[src/rtl/dvs_uart_pkg.sv]
// Shared types and constants for the DVS UART framing stage.
package dvs_uart_pkg;

  typedef enum logic [2:0] {
    HUNT   = 3'd0,
    GET_XL = 3'd1,
    GET_YL = 3'd2,
    GET_FL = 3'd3,
    GET_TH = 3'd4,
    GET_TL = 3'd5,
    GET_CK = 3'd6
  } state_t;

  localparam int PKT_LEN = 7;

  localparam int FLAG_X8  = 0;
  localparam int FLAG_Y8  = 1;
  localparam int FLAG_POL = 2;

endpackage

[src/rtl/sat_counter16.sv]
// 16-bit event counter that sticks at all-ones instead of wrapping.
module sat_counter16 (
  input  logic        clk,
  input  logic        rst,
  input  logic        inc,
  output logic [15:0] count
);

  always_ff @(posedge clk) begin
    if (rst)
      count <= '0;
    else if (inc && (count != 16'hFFFF))
      count <= count + 16'd1;
  end

endmodule

[src/rtl/dvs_event_unpacker.sv]
// Frames the UART byte stream into DVS events: sync hunt, 7-byte packet,
// XOR checksum and range check, one-entry output register, discard statistics.
module dvs_event_unpacker
  import dvs_uart_pkg::*;
#(
  parameter int          SENSOR_RES     = 320,
  parameter logic [7:0]  SYNC_BYTE      = 8'hA5,
  parameter int          TIMEOUT_CYCLES = 12000
) (
  input  logic        clk,
  input  logic        rst,
  input  logic [7:0]  rx_data,
  input  logic        rx_valid,
  output logic        event_valid,
  output logic [8:0]  event_x,
  output logic [8:0]  event_y,
  output logic        event_polarity,
  output logic [15:0] event_ts,
  input  logic        event_ready,
  output logic [15:0] stat_good,
  output logic [15:0] stat_bad_chk,
  output logic [15:0] stat_range,
  output logic [15:0] stat_overflow,
  output logic [15:0] stat_timeout,
  output logic [2:0]  debug_state
);

  localparam int     IW         = $clog2(TIMEOUT_CYCLES + 1);
  localparam state_t LAST_STATE = state_t'(PKT_LEN - 1);

  state_t          state, state_next;
  logic [IW-1:0]   idle_cnt;
  logic [7:0]      xl_q, yl_q, th_q, tl_q, chk_acc;
  logic [2:0]      fl_q;
  logic [8:0]      pkt_x, pkt_y;
  logic            timeout_hit, chk_byte, chk_ok, in_range, slot_free;
  logic            load_event, inc_bad, inc_range, inc_ovf;

  assign pkt_x       = {fl_q[FLAG_X8], xl_q};
  assign pkt_y       = {fl_q[FLAG_Y8], yl_q};
  assign chk_byte    = rx_valid && (state == LAST_STATE);
  assign chk_ok      = (chk_acc == rx_data);
  assign in_range    = (int'(pkt_x) < SENSOR_RES) && (int'(pkt_y) < SENSOR_RES);
  assign slot_free   = !event_valid || event_ready;
  // An arriving byte always beats the timeout on the same cycle.
  assign timeout_hit = (state != HUNT) && !rx_valid &&
                       (idle_cnt == IW'(TIMEOUT_CYCLES - 1));

  assign inc_bad    = chk_byte && !chk_ok;
  assign inc_range  = chk_byte && chk_ok && !in_range;
  assign load_event = chk_byte && chk_ok && in_range && slot_free;
  assign inc_ovf    = chk_byte && chk_ok && in_range && !slot_free;

  assign debug_state = state;

  always_ff @(posedge clk) begin
    if (rst)
      state <= HUNT;
    else
      state <= state_next;
  end

  always_comb begin
    state_next = state;
    if (timeout_hit) begin
      state_next = HUNT;
    end else if (rx_valid) begin
      case (state)
        HUNT:    if (rx_data == SYNC_BYTE) state_next = GET_XL;
        GET_XL:  state_next = GET_YL;
        GET_YL:  state_next = GET_FL;
        GET_FL:  state_next = GET_TH;
        GET_TH:  state_next = GET_TL;
        GET_TL:  state_next = GET_CK;
        GET_CK:  state_next = HUNT;
        default: state_next = HUNT;
      endcase
    end
  end

  // Payload shadows; the checksum restarts whenever we sit in HUNT.
  always_ff @(posedge clk) begin
    if (rst) begin
      xl_q    <= '0;
      yl_q    <= '0;
      fl_q    <= '0;
      th_q    <= '0;
      tl_q    <= '0;
      chk_acc <= '0;
    end else if (rx_valid) begin
      case (state)
        HUNT:   chk_acc <= '0;
        GET_XL: begin xl_q <= rx_data;      chk_acc <= chk_acc ^ rx_data; end
        GET_YL: begin yl_q <= rx_data;      chk_acc <= chk_acc ^ rx_data; end
        GET_FL: begin fl_q <= rx_data[2:0]; chk_acc <= chk_acc ^ rx_data; end
        GET_TH: begin th_q <= rx_data;      chk_acc <= chk_acc ^ rx_data; end
        GET_TL: begin tl_q <= rx_data;      chk_acc <= chk_acc ^ rx_data; end
        default: ;
      endcase
    end
  end

  always_ff @(posedge clk) begin
    if (rst)
      idle_cnt <= '0;
    else if (rx_valid || (state == HUNT))
      idle_cnt <= '0;
    else
      idle_cnt <= idle_cnt + 1'b1;
  end

  always_ff @(posedge clk) begin
    if (rst) begin
      event_valid    <= 1'b0;
      event_x        <= '0;
      event_y        <= '0;
      event_polarity <= 1'b0;
      event_ts       <= '0;
    end else if (load_event) begin
      event_valid    <= 1'b1;
      event_x        <= pkt_x;
      event_y        <= pkt_y;
      event_polarity <= fl_q[FLAG_POL];
      event_ts       <= {th_q, tl_q};
    end else if (event_ready) begin
      event_valid    <= 1'b0;
    end
  end

  sat_counter16 u_cnt_good    (.clk(clk), .rst(rst), .inc(load_event),  .count(stat_good));
  sat_counter16 u_cnt_bad_chk (.clk(clk), .rst(rst), .inc(inc_bad),     .count(stat_bad_chk));
  sat_counter16 u_cnt_range   (.clk(clk), .rst(rst), .inc(inc_range),   .count(stat_range));
  sat_counter16 u_cnt_ovf     (.clk(clk), .rst(rst), .inc(inc_ovf),     .count(stat_overflow));
  sat_counter16 u_cnt_timeout (.clk(clk), .rst(rst), .inc(timeout_hit), .count(stat_timeout));

endmodule

[config.mk]
export PLATFORM = sky130hd
export DESIGN_NAME = dvs_event_unpacker
export DESIGN_NICKNAME = d
export VERILOG_FILES = /design/src/rtl/dvs_uart_pkg.sv /design/src/rtl/sat_counter16.sv /design/src/rtl/dvs_event_unpacker.sv
export SDC_FILE = /design/constraint.sdc
export NUM_CORES = 1
export LEC_CHECK = 0
export ABC_AREA = 1
export BUFFER_PORTS_ARGS = -buffer_cell sky130_fd_sc_hd__buf_4
export CORE_MARGIN = 3
export CORE_UTILIZATION = 50
export CTS_BUF_LIST = sky130_fd_sc_hd__clkbuf_8 sky130_fd_sc_hd__clkbuf_16
export CTS_CLUSTER_SIZE = 14
export DETAILED_ROUTE_END_ITERATION = 10
export GPL_TIMING_DRIVEN = 0
export PLACE_DENSITY_LB_ADDON = 0.15
export SLEW_MARGIN = 20
export SYNTH_ARGS = -nofsm -noshare
export SYNTH_HDL_FRONTEND = slang
export SYNTH_SLANG_ARGS = --single-unit
[constraint.sdc]
create_clock -name clk -period 2.2 [get_ports clk]
set_input_delay 0.44 -clock clk [delete_from_list [all_inputs] [get_ports clk]]
set_output_delay 0.44 -clock clk [all_outputs]
set_load 0.01 [all_outputs]
==> report_table.html <==
<table>
<tr><th>Metric</th><th>Value</th></tr>
<tr><th colspan="2">Clocking</th></tr>
<tr><td>Buffer cell driving the clock tree root</td><td>sky130_fd_sc_hd__clkbuf_16</td></tr>
<tr><td>CTS clk-pin slew, worst paths</td><td>0.07 ns</td></tr>
<tr><td>Max clock buf depth</td><td>2</td></tr>
<tr><td>TritonCTS Buffers</td><td>17</td></tr>
<tr><td>Sink count of the clock tree</td><td>176</td></tr>
<tr><td>Post-CTS setup buffer count</td><td>0</td></tr>
<tr><td>Post-cts hold buffer count</td><td>0</td></tr>
<tr><td>H-tree Lvls</td><td>4</td></tr>
<tr><td>CTS-repair resized insts</td><td>0</td></tr>
<tr><td>CTS tree</td><td>built</td></tr>
<tr><td>Latest clock arrival within the worst-skew pair</td><td>roughly 0.44 ns</td></tr>
<tr><th colspan="2">Finish</th></tr>
<tr><td>Final standard cell count with taps included and fillers excluded</td><td>about 1,600</td></tr>
<tr><td>Fraction of final layout cells with drive strength greater than 1</td><td>15.84%</td></tr>
<tr><td>Final layout net count</td><td>1,413</td></tr>
<tr><td>Fillers</td><td>~1,600</td></tr>
<tr><td>Post-Layout Inst Area</td><td>~0.010 sq mm</td></tr>
<tr><td>Antenna diode count</td><td>0</td></tr>
<tr><td>Layout overhead on the synthesized area</td><td>21.78%</td></tr>
<tr><td>Post-layout utilization of the core</td><td>62.48%</td></tr>
<tr><th colspan="2">Routing</th></tr>
<tr><td>Iteration count of the initial detailed-routing pass</td><td>6</td></tr>
<tr><td>Number of DRC markers in iteration 0</td><td>504</td></tr>
<tr><td>Number of nets with antenna violations after detailed routing</td><td>0</td></tr>
<tr><td># DRC</td><td>0</td></tr>
<tr><td>Met3 Routed Length</td><td>906 microns</td></tr>
<tr><td>Wire length on met2</td><td>10.07 mm</td></tr>
<tr><td>Met1 routed wirelength after detailed routing</td><td>10.38 mm</td></tr>
<tr><td>Mean routed wirelength per cell</td><td>13.29 microns</td></tr>
<tr><td>Total via count in the routed design</td><td>8,248</td></tr>
<tr><td>Drt total wl</td><td>21.64 mm</td></tr>
<tr><td>Detailed-route vias per instance</td><td>between 5 and 6</td></tr>
<tr><td>Highest routing layer actually used</td><td>met4</td></tr>
<tr><th colspan="2">Synth</th></tr>
<tr><td>Synth cell types</td><td>36</td></tr>
<tr><td>Most common cell in the netlist</td><td>sky130_fd_sc_hd__nand2_1</td></tr>
<tr><td>Number of warnings issued by yosys</td><td>0</td></tr>
<tr><td>Area fraction of the dominant cell type after synthesis</td><td>41.27%</td></tr>
<tr><td>Net Count, Synth</td><td>1,265</td></tr>
<tr><td>Dominant register cell in the synthesized netlist</td><td>sky130_fd_sc_hd__dfxtp_1</td></tr>
<tr><td>Post-synthesis sequential area ratio</td><td>41.27%</td></tr>
<tr><td>Per-instance average area after synthesis</td><td>between 6 and 7 sq um</td></tr>
<tr><td>Synth top cells by count</td><td>sky130_fd_sc_hd__nand2_1 (278), sky130_fd_sc_hd__nor2_1 (189), sky130_fd_sc_hd__dfxtp_1 (176), sky130_fd_sc_hd__inv_1 (134), sky130_fd_sc_hd__a21oi_1 (102)</td></tr>
<tr><td>Seq cells post-synth</td><td>176</td></tr>
<tr><td>Fraction of registers with async set/reset</td><td>0%</td></tr>
<tr><td>Yosys top cell by area</td><td>sky130_fd_sc_hd__dfxtp_1</td></tr>
<tr><td>Netlist Area Pre-Place</td><td>0.008538 sq mm</td></tr>
<tr><td>Number of enable-type register cells in the synthesized netlist</td><td>0</td></tr>
<tr><td>Cells taking the most area after synthesis</td><td>sky130_fd_sc_hd__dfxtp_1 (41%), sky130_fd_sc_hd__nand2_1 (12%), sky130_fd_sc_hd__nor2_1 (8.3%), sky130_fd_sc_hd__a21oi_1 (6.0%), sky130_fd_sc_hd__nand3_1 (5.9%)</td></tr>
<tr><td>Count of mapped cells out of synthesis</td><td>1,247</td></tr>
<tr><th colspan="2">Floorplanning</th></tr>
<tr><td>Chip width</td><td>136.7 microns</td></tr>
<tr><td>Boundary pin count</td><td>131</td></tr>
<tr><td>Effective utilization at floorplan</td><td>51.30%</td></tr>
<tr><td>Number of standard-cell rows in the floorplan</td><td>47</td></tr>
<tr><td>DIE HEIGHT</td><td>approximately 140 microns</td></tr>
<tr><td>Core area</td><td>0.01664 sq mm</td></tr>
<tr><td>Total die area</td><td>0.01868 sq mm</td></tr>
<tr><th colspan="2">Timing</th></tr>
<tr><td>Slack of the critical path</td><td>between 0.2 and 0.25 ns</td></tr>
<tr><td>Final Cycle Share</td><td>90.69%</td></tr>
<tr><td>Maximum operating frequency</td><td>between 500 and 600 MHz</td></tr>
<tr><td>Final slew viol count</td><td>0</td></tr>
<tr><td>Setup violators final</td><td>0</td></tr>
<tr><td>RSZ-0062 raised after global routing</td><td>no</td></tr>
<tr><td>Worst slew margin</td><td>51.20%</td></tr>
<tr><td>Clock skew</td><td>0.01555 ns</td></tr>
<tr><td>Actual transition at the worst max-transition pin</td><td>just over 0.7 ns</td></tr>
<tr><td>Hold slack final</td><td>0.3246 ns</td></tr>
<tr><td>Final worst path period need</td><td>1.995 ns</td></tr>
<tr><td>Setup TNS</td><td>0 ns</td></tr>
<tr><td>Number of hold violations in the final report</td><td>0</td></tr>
<tr><th colspan="2">Setup path</th></tr>
<tr><td>Data arrival time of the worst path</td><td>2.35 ns</td></tr>
<tr><td>Delay of the slowest cell on the worst path</td><td>approximately 0.45 ns</td></tr>
<tr><td>Critical path type</td><td>flip-flop to flip-flop</td></tr>
<tr><td>R2r startpoint</td><td>u_cnt_bad_chk.count[0]$_SDFFE_PP0P_</td></tr>
<tr><td>Critical-path cell list</td><td>ha_1 &gt; nand2_2 &gt; nor3_4 &gt; nand3b_2 &gt; clkinv_2 &gt; nand2_2 &gt; nand3_4 &gt; buf_6 &gt; nand2_1 &gt; a21oi_1</td></tr>
<tr><td>Critical Path Sink Type</td><td>flip-flop</td></tr>
<tr><td>Startpoint class of the critical path</td><td>flip-flop</td></tr>
<tr><td>Worst path required time</td><td>~2.6 ns</td></tr>
<tr><td>Cell type with the highest occurrence count on the critical path</td><td>sky130_fd_sc_hd__nand2_2</td></tr>
<tr><td>Master of the slowest instance on the critical path</td><td>sky130_fd_sc_hd__dfxtp_1</td></tr>
<tr><td>Worst-path maximum fanout</td><td>10</td></tr>
<tr><td>Worst setup path startpoint</td><td>u_cnt_bad_chk.count[0]$_SDFFE_PP0P_</td></tr>
<tr><th colspan="2">Pwr</th></tr>
<tr><td>Worst voltage drop across the vdd grid</td><td>520.4 uV</td></tr>
<tr><td>Total power</td><td>~6.4 mW</td></tr>
<tr><td>Areal power density over the cells</td><td>617.6 mW/mm^2</td></tr>
<tr><td>Leakage</td><td>4.449 nW</td></tr>
<tr><th colspan="2">Placement</th></tr>
<tr><td>Port Buffers</td><td>129</td></tr>
<tr><td>Detailed placer's ending HPWL</td><td>between 15 and 20 mm</td></tr>
<tr><td>Final weighted congestion of routability-driven global placement</td><td>about 0.93</td></tr>
<tr><td>Worst slack at placement</td><td>-0.03642 ns</td></tr>
<tr><td>Placed Area</td><td>between 0.009 and 0.01 sq mm</td></tr>
<tr><td>Dpl cells</td><td>1,596</td></tr>
<tr><th colspan="2">GRT</th></tr>
<tr><td>Wire length of the first global-routing pass</td><td>35.74 mm</td></tr>
<tr><td>Overall global routing resource usage</td><td>23.39%</td></tr>
<tr><td>Number of global-route vias before repair</td><td>7,462</td></tr>
<tr><td>Residual overflow from global routing</td><td>0</td></tr>
<tr><td>Pin count of the biggest net entering global routing</td><td>20</td></tr>
<tr><td>Initial antenna violation count</td><td>0</td></tr>
<tr><th colspan="2">Run status</th></tr>
<tr><td>Run status</td><td>finished clean</td></tr>
<tr><th colspan="2">Worst hold path</th></tr>
<tr><td>Worst hold path startpoint</td><td>rx_data[6]</td></tr>
<tr><td>Classification of the worst-slack hold path</td><td>input pin to flip-flop</td></tr>
<tr><th colspan="2">Job</th></tr>
<tr><td>Max Cap Viol</td><td>0</td></tr>
</table>
area by class of cell:
type / instances / area [sq um] / share of cell area [%]
multi-input combinational: 878 / 4222 / 40.60
inverter: 145 / 545.5 / 5.247
clock buffer: 17 / 425.4 / 4.091
tap: 220 / 275.3 / 2.647
sequential: 176 / 3523 / 33.89
buffer: 48 / 247.7 / 2.383
clock inverter: 15 / 190.2 / 1.829
timing repair buffer: 129 / 968.4 / 9.314
report_power, final:
part	switching, mW	total, mW	internal, mW	leakage (nW)
registers	0.000648	3.18	3.18	1.42
clock network	1.45	3.09	1.64	0.299
logic	0.105	0.143	0.0385	2.73
logic make-up after synthesis:
family	count (synthesis)	synth area share, %
AOI/OAI and AO/OA	183	11.08
xor gates and xnor gates	44	4.513
DFF	176	41.27
and+or+nand+nor	645	32.97
adders and majority gates	6	0.8792
buffers and inverters	193	9.291
state kept, by name (all words and copies together), names as in the netlist, 9 cells and up:
| signal | cells |
|---|---|
| event_ts | 16 |
| event_x | 9 |
| event_y | 9 |
| idle_cnt | 14 |
| u_cnt_bad_chk.count | 16 |
| u_cnt_good.count | 16 |
| u_cnt_ovf.count | 16 |
| u_cnt_range.count | 16 |
| u_cnt_timeout.count | 16 |
worst max-delay path: cells and delay by family (launching register included):
family | cells | cell delay [ns]
simple gates | 6 | 0.79
buf+inv | 2 | 0.27
flops | 1 | 0.45
fa+ha+maj | 1 | 0.25
compound gates | 1 | 0.17
routing by layer:
| layer | up-vias | global-route usage [%] |
|---|---|---|
| li1 | 4297 | - |
| met1 | 3764 | 32.15 |
| met2 | 166 | 38.12 |
| met3 | 21 | 3.971 |
| met4 | 0 | 6.215 |
| met5 | - | 0 |
layout by cell type, fill, tap and decap left out, types with 4 or more instances in the layout:
cell type and count:
sky130_fd_sc_hd__nand2_1 278, sky130_fd_sc_hd__nor2_1 189, sky130_fd_sc_hd__dfxtp_1 176, sky130_fd_sc_hd__buf_4 142
sky130_fd_sc_hd__inv_1 134, sky130_fd_sc_hd__a21oi_1 102, sky130_fd_sc_hd__nand3_1 101, sky130_fd_sc_hd__o21ai_0 61
sky130_fd_sc_hd__xor2_1 28, sky130_fd_sc_hd__nand4_1 26, sky130_fd_sc_hd__clkbuf_1 22, sky130_fd_sc_hd__nor3_1 18
sky130_fd_sc_hd__clkbuf_16 17, sky130_fd_sc_hd__xnor2_1 16, sky130_fd_sc_hd__o21ai_1 13, sky130_fd_sc_hd__inv_2 10
sky130_fd_sc_hd__buf_2 9, sky130_fd_sc_hd__nor2_4 6, sky130_fd_sc_hd__ha_1 6, sky130_fd_sc_hd__nand2_2 5
sky130_fd_sc_hd__inv_8 5, sky130_fd_sc_hd__nand3b_1 4, sky130_fd_sc_hd__nor4_1 4, sky130_fd_sc_hd__clkinv_8 4
path summary, 6_finish.rpt:
check | endpoint | slack [ns] | cells after the start
worst max-delay path | u_cnt_bad_chk.count[12]$_SDFFE_PP0P_ | 0.20 | 10
worst min-delay path | yl_q[6]$_SDFFE_PP0P_ | 0.32 | 3
worst max register to register | u_cnt_bad_chk.count[12]$_SDFFE_PP0P_ | 0.20 | 10
worst min register to register | idle_cnt[0]$_SDFF_PP0_ | 0.45 | 1
(Power assumes the default switching activity.)
